[src/rtl/sram_emu.sv]
// Block-RAM backed responder for the async-SRAM pin protocol (CS/OE/WE active low); optional SRAM_EMU_FAULT_EN flips FAULT_BIT on reads of FAULT_ADDR.
// Latency: pins to registered inputs 1 edge; read data and sram_d_oe valid 2 edges after the sampled request; a write commits 1 edge after WE/CS rise is sampled.
// Backpressure: none; the initiator must hold each control phase for at least 3 clk cycles.
module sram_emu #(
    parameter int unsigned ADDR_W     = 8,
    parameter int unsigned FAULT_ADDR = 'h5A,
    parameter int unsigned FAULT_BIT  = 3
) (
    input  logic        clk,
    input  logic        rst,
    input  logic [17:0] sram_addr,
    input  logic        sram_cs,
    input  logic        sram_oe,
    input  logic        sram_we,
    input  logic [15:0] sram_d_in,
    output logic [15:0] sram_d_out,
    output logic        sram_d_oe,
    output logic [7:0]  wr_cnt,
    output logic [7:0]  rd_cnt
);

    localparam int unsigned DEPTH = 1 << ADDR_W;
`ifdef SRAM_EMU_FAULT_EN
    localparam bit FAULT_EN = 1'b1;
`else
    localparam bit FAULT_EN = 1'b0;
`endif
    localparam logic [ADDR_W-1:0] FAULT_A    = ADDR_W'(FAULT_ADDR);
    localparam logic [15:0]       FAULT_MASK = 16'd1 << FAULT_BIT;

    typedef enum logic [1:0] {
        ST_IDLE,
        ST_READ,
        ST_WRITE
    } state_t;

    state_t              state_q;
    state_t              state_d;
    logic                cs_q;
    logic                oe_q;
    logic                we_q;
    logic [ADDR_W-1:0]   addr_q;
    logic [15:0]         din_q;
    logic [ADDR_W-1:0]   pend_addr;
    logic [15:0]         pend_data;
    logic [15:0]         rd_data;
    logic                wr_commit;
    logic                rd_enter;
    logic                rd_hold;
    logic                fault_hit;
    logic                unused_addr_hi;

    // Array starts zeroed; reset deliberately leaves contents alone.
    logic [15:0] mem [DEPTH] = '{default: 16'h0000};

    assign unused_addr_hi = ^sram_addr[17:ADDR_W];

    always_ff @(posedge clk) begin
        if (rst) begin
            cs_q   <= 1'b1;
            oe_q   <= 1'b1;
            we_q   <= 1'b1;
            addr_q <= '0;
            din_q  <= '0;
        end else begin
            cs_q   <= sram_cs;
            oe_q   <= sram_oe;
            we_q   <= sram_we;
            addr_q <= sram_addr[ADDR_W-1:0];
            din_q  <= sram_d_in;
        end
    end

    always_comb begin
        state_d = state_q;
        case (state_q)
            ST_IDLE: begin
                if (!cs_q && !we_q)      state_d = ST_WRITE;
                else if (!cs_q && !oe_q) state_d = ST_READ;
            end
            ST_READ: begin
                if (!cs_q && !we_q)      state_d = ST_WRITE;
                else if (cs_q || oe_q)   state_d = ST_IDLE;
            end
            ST_WRITE: begin
                if (we_q || cs_q)        state_d = (!cs_q && !oe_q) ? ST_READ : ST_IDLE;
            end
            default:                     state_d = ST_IDLE;
        endcase
    end

    assign wr_commit = (state_q == ST_WRITE) && (state_d != ST_WRITE);
    assign rd_enter  = (state_q != ST_READ)  && (state_d == ST_READ);
    assign rd_hold   = (state_q == ST_READ)  && (state_d == ST_READ);
    assign fault_hit = FAULT_EN && (addr_q == FAULT_A);

    always_ff @(posedge clk) begin
        if (rst) begin
            state_q    <= ST_IDLE;
            pend_addr  <= '0;
            pend_data  <= '0;
            wr_cnt     <= '0;
            rd_cnt     <= '0;
            sram_d_out <= '0;
            sram_d_oe  <= 1'b0;
        end else begin
            state_q <= state_d;
            // Keep the last address/data seen with WE low; latching stops on the exit edge.
            if (state_d == ST_WRITE) begin
                pend_addr <= addr_q;
                pend_data <= din_q;
            end
            if (wr_commit) wr_cnt <= wr_cnt + 8'd1;
            if (rd_enter)  rd_cnt <= rd_cnt + 8'd1;
            sram_d_oe <= rd_hold;
            if (rd_hold) sram_d_out <= rd_data;
        end
    end

    always_ff @(posedge clk) begin
        if (wr_commit && !rst) mem[pend_addr] <= pend_data;
        rd_data <= mem[addr_q] ^ (fault_hit ? FAULT_MASK : 16'h0000);
    end

endmodule

[config.mk]
export PLATFORM = sky130hd
export DESIGN_NAME = sram_emu
export DESIGN_NICKNAME = d
export VERILOG_FILES = /design/src/rtl/sram_emu.sv
export SDC_FILE = /design/constraint.sdc
export NUM_CORES = 2
export LEC_CHECK = 0
export CAP_MARGIN = 20
export CORE_MARGIN = 5
export CORE_UTILIZATION = 30
export CTS_CLUSTER_SIZE = 16
export DETAILED_ROUTE_END_ITERATION = 16
export HOLD_SLACK_MARGIN = 0.05
export PLACE_DENSITY = 0.5
export SYNTH_ARGS = -nofsm -noshare
export SYNTH_HDL_FRONTEND = slang
export SYNTH_SLANG_ARGS = --single-unit
[constraint.sdc]
create_clock -name clk -period 7.3 [get_ports clk]
set_input_delay 1.46 -clock clk [delete_from_list [all_inputs] [get_ports clk]]
set_output_delay 1.46 -clock clk [all_outputs]
set_load 0.02 [all_outputs]
## Word-level counts from Yosys, hierarchy flattened

Memories as Yosys holds them, arrays and structs flattened. A register that Yosys moved wholly into a read port is not among the register bits.
Cells that the tools add are included.

| storage, ports and cells | value |
|---|---|
| register bits after elaboration | 86 |
| bits in writable memories | 4096 |
| input bits | 39 |
| output and inout bits | 33 |
| word-level logic and storage cells | 43 |
| memories | 1 |

| operators by class | value |
|---|---|
| add/subtract/negate cells | 2 |
| eq/ne operators | 6 |
| multiplexer cells | 9 |
| reductions and logical operators | 13 |

Memory list:

| name | words | width | read ports | clocked after Yosys merged registers in | wr ports | line | source |
|---|---|---|---|---|---|---|---|
| mem | 256 | 16 | 1 | 1 | 1 | 54 | `logic [15:0] mem [DEPTH] = '{default: 16'h0000};` |

Operator list:

| kind | count |
|---|---|
| $add A8 B1 Y8 const B | 2 |
| $mux W2 | 5 |
| $logic_and A1 B1 Y1 | 6 |
| $pmux W2 S3 | 1 |
| $eq A2 B1 Y1 const B | 2 |
| $eq A2 B2 Y1 const B | 2 |
| $logic_not A1 Y1 | 4 |
| $mux W1 | 3 |
| $logic_not A2 Y1 | 1 |
| $logic_or A1 B1 Y1 | 2 |
| $ne A2 B1 Y1 const B | 1 |
| $ne A2 B2 Y1 const B | 1 |

## Longest topological paths before layout

| logic depth | value |
|---|---|
| word-level depth | 10 |
| depth in mapped cells | 14 |
| mapped depth without buffers | 7 |

## Worst setup path before layout

Ideal clock, no wire load.

| path | value |
|---|---|
| path kind | reg2reg |
| start | register pend_data[0] |
| end | memory mem[0][0], data pin |
| library setup time | 0.856 ns |
| arrival time | 3.397 ns |
| data required time | 6.444 ns |
| slack | 3.047 ns |
| cell stages (with the launch flop) | 1 |
| buffers on the path | 0 |
| period minus slack after synthesis | 4.253 ns |
| cells stage by stage | dfxtp_1 |

RTL lines:

| what | line | source |
|---|---|---|
| start: declaration | 45 | `logic [15:0] pend_data;` |
| start signal: assignment | 111 | `pend_data <= din_q;` |
| end: declaration | 54 |  |

No word-level cell before the write port.

==> results_dict.tcl <==
set metrics [dict create \
    setup_ws_ns 2.263 \
    start_util 0.3003 \
    clkSlewWorstSetupHoldPaths_ns 0.07 \
    yosys_most_used_dff "edfxtp_1" \
    grt_usage 0.1608 \
    wl_met1_um 193300 \
    wl_met3_um 33860 \
    grt_overflow_total 0 \
    r2r-end "rd_data[8]" \
    synthesis.area_mm2 0.1620 \
    place_congestion 0.8372 \
    status "completed" \
    grt_max_degree 201 \
    postCtsSetupBuffers 0 \
    top_layer "met5" \
    holdPathStages 2 \
    finalSetupTns_ns 0 \
    synth_warnings 0 \
    grt_setup_unrepaired "false" \
    ant_nets 0 \
    cts-resized-gates 0 \
    area_growth_pct 15.31 \
    antenna_found_initial 25 \
    totalWireLength_um 457500 \
    worstHoldPathType "reg2reg" \
    worst_hold_slack_ns 0.4268 \
    fin_cells 15700 \
    clock_path_buffers 4 \
    drc 0 \
    num_io_pins 72 \
    grt_pass1_wl_um 637300 \
    cts.sinks 4198 \
    cts_inserted_buffers 421 \
    finalCriticalPeriod_ns 5.037 \
    finalMaxSlewViolations 0 \
    path_class "reg2reg" \
    grt_pass1_vias 80610 \
    drive_above_1_share 0.2543 \
    p_leak_nw 57.88 \
    final_nets 8169 \
    die_w_um 744.9 \
    dp_hpwl_um 273300 \
    cap_violations 0 \
    final_core_util 0.3463 \
    num_rows 270 \
    vdd_drop_max_mv 0.2295 \
    powerDensity_mw_per_mm2 264.4 \
    cp.arrival_ns 5.92 \
    wl_per_cell_um 29.14 \
    die_area_mm2 0.5548 \
    drt-initial-drc-count 8965 \
    required_ns 8.18 \
    synth_nets 7677 \
    hold_viol 0 \
    drtPass1Iterations 6 \
    r2r_start "addr_q[0]" \
    clock_latency_ns 1.00 \
    portBuffers 61 \
    post-place-ws_ns 2.297 \
    worstHoldStart "din_q[10]" \
    seq_area_frac_synth 0.7718 \
    ys_seq_elements 4198 \
    die_h_um 744.9 \
    root_buffer "clkbuf_16" \
    synth_edf_count 4096 \
    core_mm2 0.5395 \
    startpoint_type "flip-flop" \
    cts_htree_levels 5 \
    reg2reg_slack_ns 2.26 \
    endpoint_kind "flip-flop" \
    ys_top_cells_by_area "edfxtp_1, mux4_2, mux2i_1" \
    synth.most_common_cell "edfxtp_1" \
    synth_commonest_cells "edfxtp_1, mux4_2, mux2i_1" \
    slew_headroom 0.1140 \
    yosys.area.top_type "edfxtp_1" \
    viasPerCell 5.108 \
    cts_tree "done" \
    tightest_slew_ns 1.329 \
    min_to "pend_data[10]" \
    syn_inst 7636 \
    r2r_cells 9 \
    cp_max_fo 43 \
    synth.distinct_cells 68 \
    clock_skew_ns 0.06002 \
    num_vias 80190 \
    maxClockFrequency_mhz 198.5 \
    async_flop_share 0 \
    setup_viol 0 \
    syn_avg_cell_area_um2 21.22 \
    synth.top_cell.area_share 0.7592 \
    dp_cells 14900 \
    wl_met2_um 216100 \
    post-route-period-util 0.6899 \
    hold_buffers 0 \
]
## cells by family (layout without fill, tap and decap cells)
| family | after synthesis | count (layout) | share of synthesized area |
|---|---|---|---|
| other | 0 | 10 | 0 |
| flip-flops | 4198 | 4198 | 0.7718 |
| adder cells (fa/ha/maj) | 2 | 2 | 0.0001544 |
| XOR/XNOR | 14 | 14 | 0.0007568 |
| buffers and inverters | 456 | 1301 | 0.01672 |
| AND/OR/NAND/NOR | 837 | 837 | 0.02338 |
| multiplexers | 1436 | 1436 | 0.1567 |
| AO/OA/AOI/OAI | 693 | 693 | 0.03045 |
## sequential cells by signal, indices dropped and copies added (netlist names)
register    count
mem          4096
din_q          16
pend_data      16
rd_data        16
sram_d_out     16
addr_q          8
pend_addr       8
rd_cnt          8
wr_cnt          8
state_q         2
cs_q            1
oe_q            1
sram_d_oe       1
we_q            1
## how the worst max path moves through the flow
stage,from,end,slack [ns],cells past startpoint
global placement,rst,mem[80][8],1.96,7
floorplan,pend_data[0],mem[0][0],3.05,0
CTS,addr_q[0],rd_data[8],2.27,9
global route,addr_q[0],rd_data[8],2.23,9
finish,addr_q[0],rd_data[8],2.26,9
detailed placement,addr_q[0],rd_data[8],2.30,9
## final cells by class
type                       instances  area [um2]
inverter                           4       25.02
clock buffer                     528       11040
multi-input combinational       2982       34690
sequential                      4198      125100
clock inverter                   248        2341
tap                             7208        9019
timing repair buffer             521        4548
antenna                           10       25.02
fill                           50120      352700
## cell usage in the layout (no fill, tap or decap), types with 81 or more instances in the layout
cell type,Yosys,layout
clkinv_1,0,101
mux4_2,855,855
mux2i_1,473,473
o221ai_1,133,133
nor2_1,342,246
nor2_2,0,94
clkbuf_1,198,99
dfxtp_1,102,81
mux2_2,96,96
a21oi_1,135,135
buf_4,58,409
clkbuf_16,0,423
nand2_1,204,195
edfxtp_1,4096,4096
o22ai_1,145,145
## routing by layer
layer,vias up,global-route usage
li1,33120,-
met1,43430,0.2228
met2,2956,0.2576
met3,669,0.03081
met4,12,0.04783
met5,-,0
## worst max-delay path: stages, from the launching register on
cell and delay, ns:
dfxtp_4 1.04, buf_12 0.41, buf_4 0.32, mux2i_1 0.10, o221ai_1 0.46, nor3_1 0.28, a31o_2 0.31, nor4_1 0.97
nand4_1 0.51, nor4_1 0.47
## per-stage QoR
stage	power (mW)	area (um2)
4_1_cts	49.87	186600
3_3_place_gp	28.72	173000
3_5_place_dp	28.73	173200
5_1_grt	50.96	186800
2_1_floorplan	28.00	162000
6_report	49.39	186800
## report_power, final
| group | internal, mW | leakage, nW | switching [mW] |
|---|---|---|---|
| clock | 11.9 | 6.52 | 9.27 |
| combinational | 0.780 | 12.6 | 1.22 |
| sequential | 26.1 | 38.8 | 0.0616 |
Note: power is estimated with default switching activity, not from simulation.
